File: config.mk
export PLATFORM = sky130hd
export DESIGN_NAME = stimulus_controller
export DESIGN_NICKNAME = d
export VERILOG_FILES = /design/src/rtl/stimulus_controller.sv
export SDC_FILE = /design/constraint.sdc
export NUM_CORES = 1
export LEC_CHECK = 0
export ABC_AREA = 1
export BUFFER_PORTS_ARGS = -buffer_cell sky130_fd_sc_hd__buf_4
export CAP_MARGIN = 20
export CORE_MARGIN = 4
export CORE_UTILIZATION = 50
export DETAILED_ROUTE_END_ITERATION = 10
export GPL_TIMING_DRIVEN = 0
export PLACE_DENSITY = 0.78
export SLEW_MARGIN = 5
export SYNTH_ARGS = -nofsm -noshare
export SYNTH_HDL_FRONTEND = slang
export SYNTH_SLANG_ARGS = --single-unit
File: constraint.sdc
create_clock -name clk -period 5.7 [get_ports clk]
set_clock_uncertainty 0.2 [all_clocks]
set_input_delay 1.14 -clock clk [delete_from_list [all_inputs] [get_ports clk]]
set_output_delay 1.14 -clock clk [all_outputs]
set_load 0.01 [all_outputs]
File: src/rtl/stimulus_controller.sv
// stimulus_controller: conditions raw pet/feed/poke/noise pins into single-cycle
// stress/pleasure inc/dec pulses, with refractory hold-off and periodic decay.
module stimulus_controller #(
    parameter int DEBOUNCE_CYCLES = 4,
    parameter int REFRACTORY      = 8,
    parameter int DECAY_PERIOD    = 16
) (
    input  logic       clk,
    input  logic       rst_n,
    input  logic [3:0] stim_in,
    input  logic       asleep,
    input  logic [1:0] stress_indicator,
    output logic       stress_inc,
    output logic       stress_dec,
    output logic       pleasure_inc,
    output logic       pleasure_dec,
    output logic [3:0] drop_count
);
    localparam int CW = $clog2(DEBOUNCE_CYCLES + 1);
    localparam int HW = $clog2(REFRACTORY + 1);
    localparam int TW = $clog2(DECAY_PERIOD);

    typedef enum logic [2:0] {IDLE, APPLY, APPLY2, HOLDOFF, DECAY} state_t;

    state_t           state;
    logic [3:0]       s1, s, deb, pending, acc, ev, cand, sel, sleep_drop, clr, drops;
    logic [3:0][CW-1:0] c;
    logic [HW-1:0]    hcnt;
    logic [TW-1:0]    tcnt;
    logic             decay_pending, wrap, idle, dclr, dbl;
    logic [4:0]       dsum;
    logic [3:0]       drop_next;

    always_comb begin
        for (int i = 0; i < 4; i++)
            acc[i] = (s[i] != deb[i]) && (c[i] == CW'(DEBOUNCE_CYCLES - 1));
        ev         = acc & s;
        idle       = state == IDLE;
        // asleep: pet/feed are discarded at selection rather than applied
        cand       = asleep ? (pending & 4'b1100) : pending;
        sleep_drop = (idle && asleep) ? (pending & 4'b0011) : 4'b0000;
        sel        = cand[3] ? 4'b1000 : cand[2] ? 4'b0100 : cand[1] ? 4'b0010 :
                     cand[0] ? 4'b0001 : 4'b0000;
        clr        = idle ? (sel | sleep_drop) : 4'b0000;
        dclr       = idle && (sel == 4'b0000) && decay_pending;
        wrap       = tcnt == TW'(DECAY_PERIOD - 1);
        drops      = (ev & pending) | sleep_drop;
        dsum       = {1'b0, drop_count} + 5'($countones(drops));
        drop_next  = (dsum > 5'd15) ? 4'hf : dsum[3:0];
    end

    always_ff @(posedge clk or negedge rst_n) begin
        if (!rst_n) begin
            s1            <= '0;
            s             <= '0;
            deb           <= '0;
            c             <= '0;
            pending       <= '0;
            decay_pending <= 1'b0;
            tcnt          <= '0;
            drop_count    <= '0;
        end else begin
            s1 <= stim_in;
            s  <= s1;
            deb <= deb ^ acc;
            for (int i = 0; i < 4; i++)
                c[i] <= (s[i] == deb[i] || acc[i]) ? '0 : c[i] + CW'(1);
            pending       <= (pending & ~clr) | (ev & ~pending);
            tcnt          <= wrap ? '0 : tcnt + TW'(1);
            decay_pending <= wrap | (decay_pending & ~dclr);
            drop_count    <= drop_next;
        end
    end

    always_ff @(posedge clk or negedge rst_n) begin
        if (!rst_n) begin
            state        <= IDLE;
            hcnt         <= '0;
            dbl          <= 1'b0;
            stress_inc   <= 1'b0;
            stress_dec   <= 1'b0;
            pleasure_inc <= 1'b0;
            pleasure_dec <= 1'b0;
        end else begin
            case (state)
                IDLE: begin
                    if (sel != 4'b0000) begin
                        state        <= APPLY;
                        dbl          <= asleep;
                        stress_inc   <= sel[3] | sel[2];
                        stress_dec   <= sel[0];
                        pleasure_inc <= sel[0] | sel[1];
                        pleasure_dec <= sel[3] & ~asleep;
                    end else if (decay_pending) begin
                        state        <= DECAY;
                        stress_dec   <= stress_indicator != 2'd0;
                        pleasure_dec <= ~asleep;
                    end
                end
                APPLY: begin
                    hcnt <= '0;
                    // asleep poke/noise keep stress_inc high for a second cycle
                    if (dbl) begin
                        state <= APPLY2;
                    end else begin
                        state        <= HOLDOFF;
                        stress_inc   <= 1'b0;
                        stress_dec   <= 1'b0;
                        pleasure_inc <= 1'b0;
                        pleasure_dec <= 1'b0;
                    end
                end
                APPLY2: begin
                    state        <= HOLDOFF;
                    hcnt         <= '0;
                    stress_inc   <= 1'b0;
                    stress_dec   <= 1'b0;
                    pleasure_inc <= 1'b0;
                    pleasure_dec <= 1'b0;
                end
                HOLDOFF: begin
                    state <= (hcnt == HW'(REFRACTORY - 1)) ? IDLE : HOLDOFF;
                    hcnt  <= hcnt + HW'(1);
                end
                DECAY: begin
                    state        <= IDLE;
                    stress_dec   <= 1'b0;
                    pleasure_dec <= 1'b0;
                end
                default: state <= IDLE;
            endcase
        end
    end
endmodule

After elaboration in Yosys (flattened, before gate mapping)
Index checks and enable logic that the tools add are counted.
- $add $sub $neg: 10
- magnitude comparators: 1
- eq/ne operators: 21
- mux-type cells: 30
- bitwise gates (word level): 17
- reduce and logical (&&, ||, !) cells: 23
- operators by type and width (operator ; number):
    $mux W3 ; 7
    $eq A3 B2 Y1 const B ; 6
    $and A4 B4 Y4 ; 4
    $mux W4 ; 4
    $add A3 B1 Y3 const B ; 4
    $pmux W1 S3 ; 4
    $pmux W3 S4 ; 1
    $mux W1 ; 9
    $add A4 B1 Y4 const B ; 2
    $mux W2 ; 4
    $not A4 Y4 ; 2
    $or A4 B2 Y4 ; 2
    $pmux W4 S2 ; 1
    $logic_and A1 B1 Y1 ; 7
    $reduce_and A3 Y1 ; 2
    $reduce_bool A3 Y1 ; 2
    $add A4 B3 Y5 ; 1
    $gt A5 B4 Y1 const B ; 1
    $add A1 B1 Y2 ; 2
    $eq A1 B1 Y1 ; 4
    $eq A4 B3 Y1 const B ; 1
    $eq A4 B4 Y1 const B ; 1
    $logic_not A4 Y1 ; 1
    $logic_or A1 B1 Y1 ; 4
    other kinds (17) ; 26
- register bits after elaboration: 49
- bits of input ports: 9
- output and inout bits: 8
- logic and storage cells: 120

Longest topological paths before layout
Gate-level depths: netlist of the first run.
- depth after elaboration: 11
- depth in mapped cells: 14
- gate-level depth less buffers: 14

Least setup slack after synthesis of the first run
OpenSTA, ideal clock, no wires.
- path type: input to register
- start point: input port asleep
- end point: register drop_count[1]
- data arrival time: 2.789 ns
- data required time: 5.381 ns
- path slack: 2.592 ns
- stages on the path: 9
- buffers on the path: 0
- cells stage by stage: nand2_1 > a21oi_1 > fa_1 > inv_1 > fa_1 > inv_1 > fa_1 > inv_1 > nand2_1
- word-level cells in the longest chain between the ends: 8
- ends and longest elaborated chain (what ; RTL line ; RTL):
    start, declared ; 11 ; input logic asleep,
    $logic_and A1 B1 Y1 (*) ; 41 ; sleep_drop = (idle && asleep) ? (pending & 4'b0011) : 4'b0000;
    $mux W2 (*) ; 41 ;
    $or A4 B2 Y4 (*) ; 47 ; drops = (ev & pending) | sleep_drop;
    $add A1 B1 Y2 (not written as such) (*) ; 48 ; dsum = {1'b0, drop_count} + 5'($countones(drops));
    $add A2 B2 Y3 (not written as such) (*) ; 48 ;
    $add A4 B3 Y5 (*) ; 48 ;
    $gt A5 B4 Y1 ; 49 ; drop_next = (dsum > 5'd15) ? 4'hf : dsum[3:0];
    $mux W4 (*) ; 49 ;
    net drop_next[1] ; 32 ; logic [3:0] drop_next;
    end signal, assigned ; 71 ; drop_count <= drop_next;
    end, declared ; 17 ; output logic [3:0] drop_count
The timed path passes the listed nets; every way through them passes the cells marked *.
A chain may end at the register's enable or synchronous reset.

Worst setup path in the final report of the first run
Ends and elaborated chain as after synthesis.

==> results of run 1 <==
kinds of logic after synthesis:
logic type	after synthesis	share of synthesized area, %
DFF	49	56.5
buffers and inverters	37	6.40
adders and majority gates	14	9.12
xor gates and xnor gates	5	2.02
and+or+nand+nor	94	18.7
AOI/OAI and AO/OA	29	7.21
per-layer routing:
metal / wire, µm / up-vias / track usage, %
li1: - / 758 / -
met1: 1520 / 657 / 16.9
met2: 1430 / 18 / 22.5
met3: 162 / 6 / 4.51
met4: 74 / 0 / 6.84
met5: 0 / - / 0
power by group:
group	internal (mW)	total [mW]	switching [mW]
Clock	0.0963	0.198	0.101
Sequential	0.455	0.543	0.0876
Combinational	0.161	0.371	0.209
layout by cell type, fill, tap and decap left out, drive strengths merged:
cell type	synthesis	final
dfrtp	49	49
nand2	48	48
inv	37	37
nor2	30	30
o21ai	19	19
buf	0	16
ha	11	11
nand3	9	9
clkbuf	0	7
a21oi	6	6
or2	5	5
xnor2	3	3
fa	3	3
o31ai	2	2
xor2	2	2
nand4	1	1
nor3	1	1
o22ai	1	1
a31oi	1	1
per-stage QoR:
step | area, µm² | setup WS [ns]
finish | 2440 | 2.68
global route | 2440 | 2.52
CTS | 2440 | 2.67
detailed placement | 2350 | 2.35
global placement | 2350 | 2.39
floorplan | 2170 | 2.59
area by class of cell:
type / count / area, µm² / area share (%)
flip-flops and latches: 49 / 1230 / 50.3
repair buffers: 16 / 120 / 4.93
inverters: 37 / 139 / 5.70
well taps: 50 / 62.6 / 2.57
clock buffers: 7 / 86.3 / 3.54
multi-input cells: 142 / 803 / 33.0
sequential cells by signal (all words and copies together), names as in the netlist, 3 cells and up, named ones only:
name,flops
c,12
drop_count,4
hcnt,4
pending,4
s1,4
s,4
tcnt,4
state,3
worst max-delay path: stages:
cell and delay (ns):
buf_4 0.13, nand2_1 0.08, a21oi_1 0.09, fa_1 0.51
inv_1 0.05, fa_1 0.41, inv_1 0.09, fa_1 0.40
inv_1 0.06, nand2_1 0.04
synthesized netlist by cell type:
master   number
nand3_1       9
inv_1        34
o31ai_1       2
a31oi_1       1
a21oi_2       1
xor2_1        2
a21oi_1       5
fa_1          3
o21ai_1       6
ha_1         11
dfrtp_1      49
o22ai_1       1
or2_2         5
nor2_2        1
nand4_1       1
nand2_1      45
xnor2_1       3
nor2_4        2
inv_2         3
nor3_1        1
nor2_1       27
o21ai_0      13
nand2_2       3
worst max path at each step:
stage	from	to	slack, ns	cells after the start
after floorplan	asleep	drop_count[1]	2.59	9
after global placement	asleep	drop_count[1]	2.39	10
after detailed placement	asleep	drop_count[1]	2.35	10
after CTS	asleep	drop_count[1]	2.67	10
after global routing	asleep	drop_count[2]	2.52	12
final	asleep	drop_count[1]	2.68	10
==> impl_results.md, run 1 <==
* Most area-consuming cells after synthesis: dfrtp_1, nand2_1, ha_1
* Lkg Pwr at 1.28 nW
* Reg2Reg Setup Slack at 2.80 ns
* Core Area at 4090 µm²
* Clk pin slew, worst setup/hold paths at 0.08 ns
* Fin Setup TNS at 0 ns
* Yosys Warn Count at 0
* #FFs+latches synth at 49
* Share of post-route cells with drive strength above 1 at between 10% and 20%
* Synthesized cell area at 2170 µm²
* Ant diodes at 0
* Fin crit period at 3.02 ns
* Gpl congestion at 0.820
* DR vias at 1439
* Die height at 73.9 µm
* Vias per cell at 4.78
* FP Rows at 23
* Wirelength, routed at 3.18 mm
* IO Port Bufs at 16
* Initial core utilization at 53.1%
* CTS tree: done
* Register area share after synthesis at 56.5%
* Cells after DPL at 294
* 1st-pass router iterations at 4
* Final Hold Viols at 0
* Status: completed
* Crit path max fanout at 4
* Largest net degree at the start of global routing at 50
* DIE AREA at 5450 µm²
* Post-layout util at 59.6%
* Mapped Nets at between 200 and 300
* Drt drc at 0
* GRT Overall Usage at 14.0%
* Die W at approximately 74 µm
* Hpwl dp at 2.37 mm
* Worst-margin pin slew at 0.585 ns
* VDD IR max at 0.000221 V
* Grt total ovfl at 0
* Hold Crit Class: reg -> reg
* DR iter-0 viols at between 40 and 50
* Final ANT Viol Nets at 0
* Worst-skew pair later-pin latency at about 0.29 ns
* Unique masters post-synth at 23
* Critical path class: in -> reg
* Final net count at 274
* Final setup fails at 0
* Area fraction of the dominant cell type after synthesis at 56.5%
* # hold bufs at CTS at 0
* Worst Hold Launch: s1[1]
* Final period util at 53.0%
* H-tree Lvls at 2
* Critical path arrival at 3.00 ns
* Crit. End Element: flip-flop
* Clock Path Buffers at 2
* Worst hold slack at 0.151 ns
* Hold endpoint: s[1]
* # Max-Cap Violations at 0
* IO Count at 17
* R2R Path Start: state[1]
* Initial antenna violation count at 0
* Setup Fix Bufs, Post-CTS at 0
* CTS sink count at 49
* Clk root buf: clkbuf_8
* Fillcell total at 357
* Final Max Slew Viols at 0
* Fmax at 331 MHz
* Area Growth Syn to Fin at 12.4%
* Unrepaired setup endpoints after global routing: no
* Critical path required time at 5.68 ns
* Routed len/inst at 10.6 µm
* Pwr/cell area at 456 nW/µm²
* R2R Path End: drop_count[2]
* Vias in the first global route at approximately 1400
* Mapped Cells at 228
* Worst Hold Path Cells at 0
* Total power at approximately 1.1 mW
* Fin cells at 301
* Crit path launch type: input pin
* First-pass GRT wire length at 5.80 mm
* Syn_area_per_cell at between 9 and 10 µm²
* CTS Buf Count at 5
* Slew margin rel. at about three fifths
* Area leader, netlist: dfrtp_1
* Post_cts resized at 0
* Worst r2r path cells at 14
No activity file was read; power rests on OpenSTA's default activity.
==> run 2, diff against run 1 <==
==> constraint.sdc (replaced) <==
create_clock -name clk -period 2.9 [get_ports clk]
set_clock_uncertainty 0.2 [all_clocks]
set_input_delay 0.58 -clock clk [delete_from_list [all_inputs] [get_ports clk]]
set_output_delay 0.58 -clock clk [all_outputs]
set_load 0.01 [all_outputs]
==> run 2 against run 1 <==
Against the previous run:
- final area increased by 2.6%
- utilization up 1.5 points
- cell count is 1.0% higher
- sequential power increased by 95%
- first-iteration DRC count grew 33%
- die area stayed put
- hold slack worse by 0.078 ns
- power rose by 100%
- global-route usage did not move
- largest power group unchanged
==> impl_results.md, run 2 (synthesis gave the netlist of run 1 again) <==
* Final setup fails at 0
* IO Count at 17
* Pwr/cell area at approximately 900 nW/µm²
* Vias per cell at 4.79
* Reg2Reg Setup Slack at around 0.13 ns
* Hpwl dp at 2.37 mm
* Final Max Slew Viols at 0
* DR iter-0 viols at 60
* Clock Path Buffers at 2
* # Max-Cap Violations at 0
* Area Growth Syn to Fin at 15.3%
* Crit path max fanout at 5
* GRT Overall Usage at 14.0%
* Most frequent cells in the layout: dfrtp_1, nand2_1, inv_1
* Initial core utilization at 53.1%
* Multi-input logic area at 840 µm²
* Die W at about 74 µm
* Lkg Pwr at 1.28 nW
* IO Port Bufs at 16
* Ant diodes at 0
* R2R Path End: drop_count[2]
* Fin cells at 304
* Worst r2r path cells at 14
* Routed len/inst at 10.8 µm
* Crit. End Element: flip-flop
* Gpl congestion at 0.820
* Hold Crit Class: in -> async
* DP Worst Slack at -0.0122 ns
* Max reg flops at 12
* Largest net degree at the start of global routing at 50
* CTS Buf Count at 5
* Top reg by flops: c
* DR vias at 1457
* FP Rows at 23
* Fin crit period at 2.77 ns
* Cells after DPL at slightly below 300
* Critical path class: reg -> reg
* Status: completed
* CP Cell Sequence: nor2_4, nand2_4, inv_4, nand2_1, a21oi_2, fa_1, inv_2, fa_1, inv_2, fa_1, nand2_1, inv_1, nand2_1, o21ai_0
* H-tree Lvls at 2
* Fillcell total at 346
* R2R Path Start: state[0]
* Clk root buf: clkbuf_8
* Post-DP Area at 2350 µm²
* CTS sink count at 49
* Worst-skew pair later-pin latency at 0.29 ns
* Grt total ovfl at 0
* DIE AREA at roughly 5500 µm²
* Final Hold Viols at 0
* CTS tree: done
* 1st-pass router iterations at 4
* Worst-margin pin slew at 0.584 ns
* Most common cell after layout, fill and taps aside: dfrtp_1
* Final Instance Area at 2500 µm²
* Vias in the first global route at 1410
* FF+latch area at roughly 1200 µm²
* Slowest cell delay on critical path at 0.44 ns
* Final ANT Viol Nets at 0
* Final net count at 277
* Share of post-route cells with drive strength above 1 at 19.7%
* # hold bufs at CTS at 0
* Clk pin slew, worst setup/hold paths at 0.08 ns
* Critical path required time at 2.87 ns
* Die height at 73.9 µm
* Initial antenna violation count at 0
* VDD IR max at 0.000434 V
* Setup ws final at 0.127 ns
* Slowest cell on the critical path: fa_1
* Crit path launch type: flip-flop
* Critical path arrival at 2.74 ns
* First-pass GRT wire length at 5.80 mm
* Drt drc at 0
* Final period util at 95.6%
* Fmax at 361 MHz
* Slew margin rel. at 61.1%
* Core Area at 4090 µm²
* Wirelength, routed at 3.29 mm
* Post-layout util at 61.2%
## run 2: cell types whose count changed in the layout (fill, tap and decap cells not counted), moves of 2 or more
cell	previous run	this run
inv_2	3	5
buf_4	16	19
ha_2	0	2
ha_1	11	8
inv_1	34	31
nand3_1	9	7
nand3_2	0	2
## run 2: per-layer routing
metal  track usage (%)  share of wire, %  up-vias
met5                 0                 0        -
met4              6.84               2.1        0
met3              4.51               5.0        6
met2              22.5                46       20
met1              16.9                47      665
li1                  -                 -      766
## run 2: critical path: cells and delay by family, from the launching register on
kind | cells | cell delay (ns)
fa+ha+maj | 3 | 0.99
simple gates | 5 | 0.53
flops | 1 | 0.43
compound gates | 2 | 0.26
buf+inv | 4 | 0.24
## run 2: how the worst max path moves through the flow
stage / start / end
after CTS: state[1] / drop_count[2]
final: state[0] / drop_count[2]
after global placement: c[0] / drop_count[1]
after global routing: state[0] / drop_count[2]
after floorplan: c[0] / drop_count[1]
after detailed placement: c[0] / drop_count[1]
## run 2: repair_timing
action                                  CTS  global route
pin swaps                                 0             3
buffers inserted                          0             3
resized for setup                         2            11
endpoints found under the setup margin    2             4
## run 2: cell type report
type / count / area share (%)
sequential: 49 / 49.1
inverter: 37 / 5.66
tap: 50 / 2.50
clock buffer: 7 / 3.45
multi-input combinational: 142 / 33.6
timing repair buffer: 19 / 5.71
## run 2: through the flow
step / total power [mW] / hold WS [ns] / setup TNS [ns]
floorplan: 1.59 / 0.0844 / 0
global placement: 1.79 / 0.131 / 0
detailed placement: 1.82 / 0.135 / -0.0161
CTS: 2.22 / 0.102 / 0
global route: 2.46 / 0.126 / -0.00842
finish: 2.23 / 0.0725 / 0
## run 2: power breakdown
part / switching, mW / internal (mW)
clock network: 0.200 / 0.189
logic: 0.437 / 0.345
registers: 0.165 / 0.896
total: 0.802 / 1.43
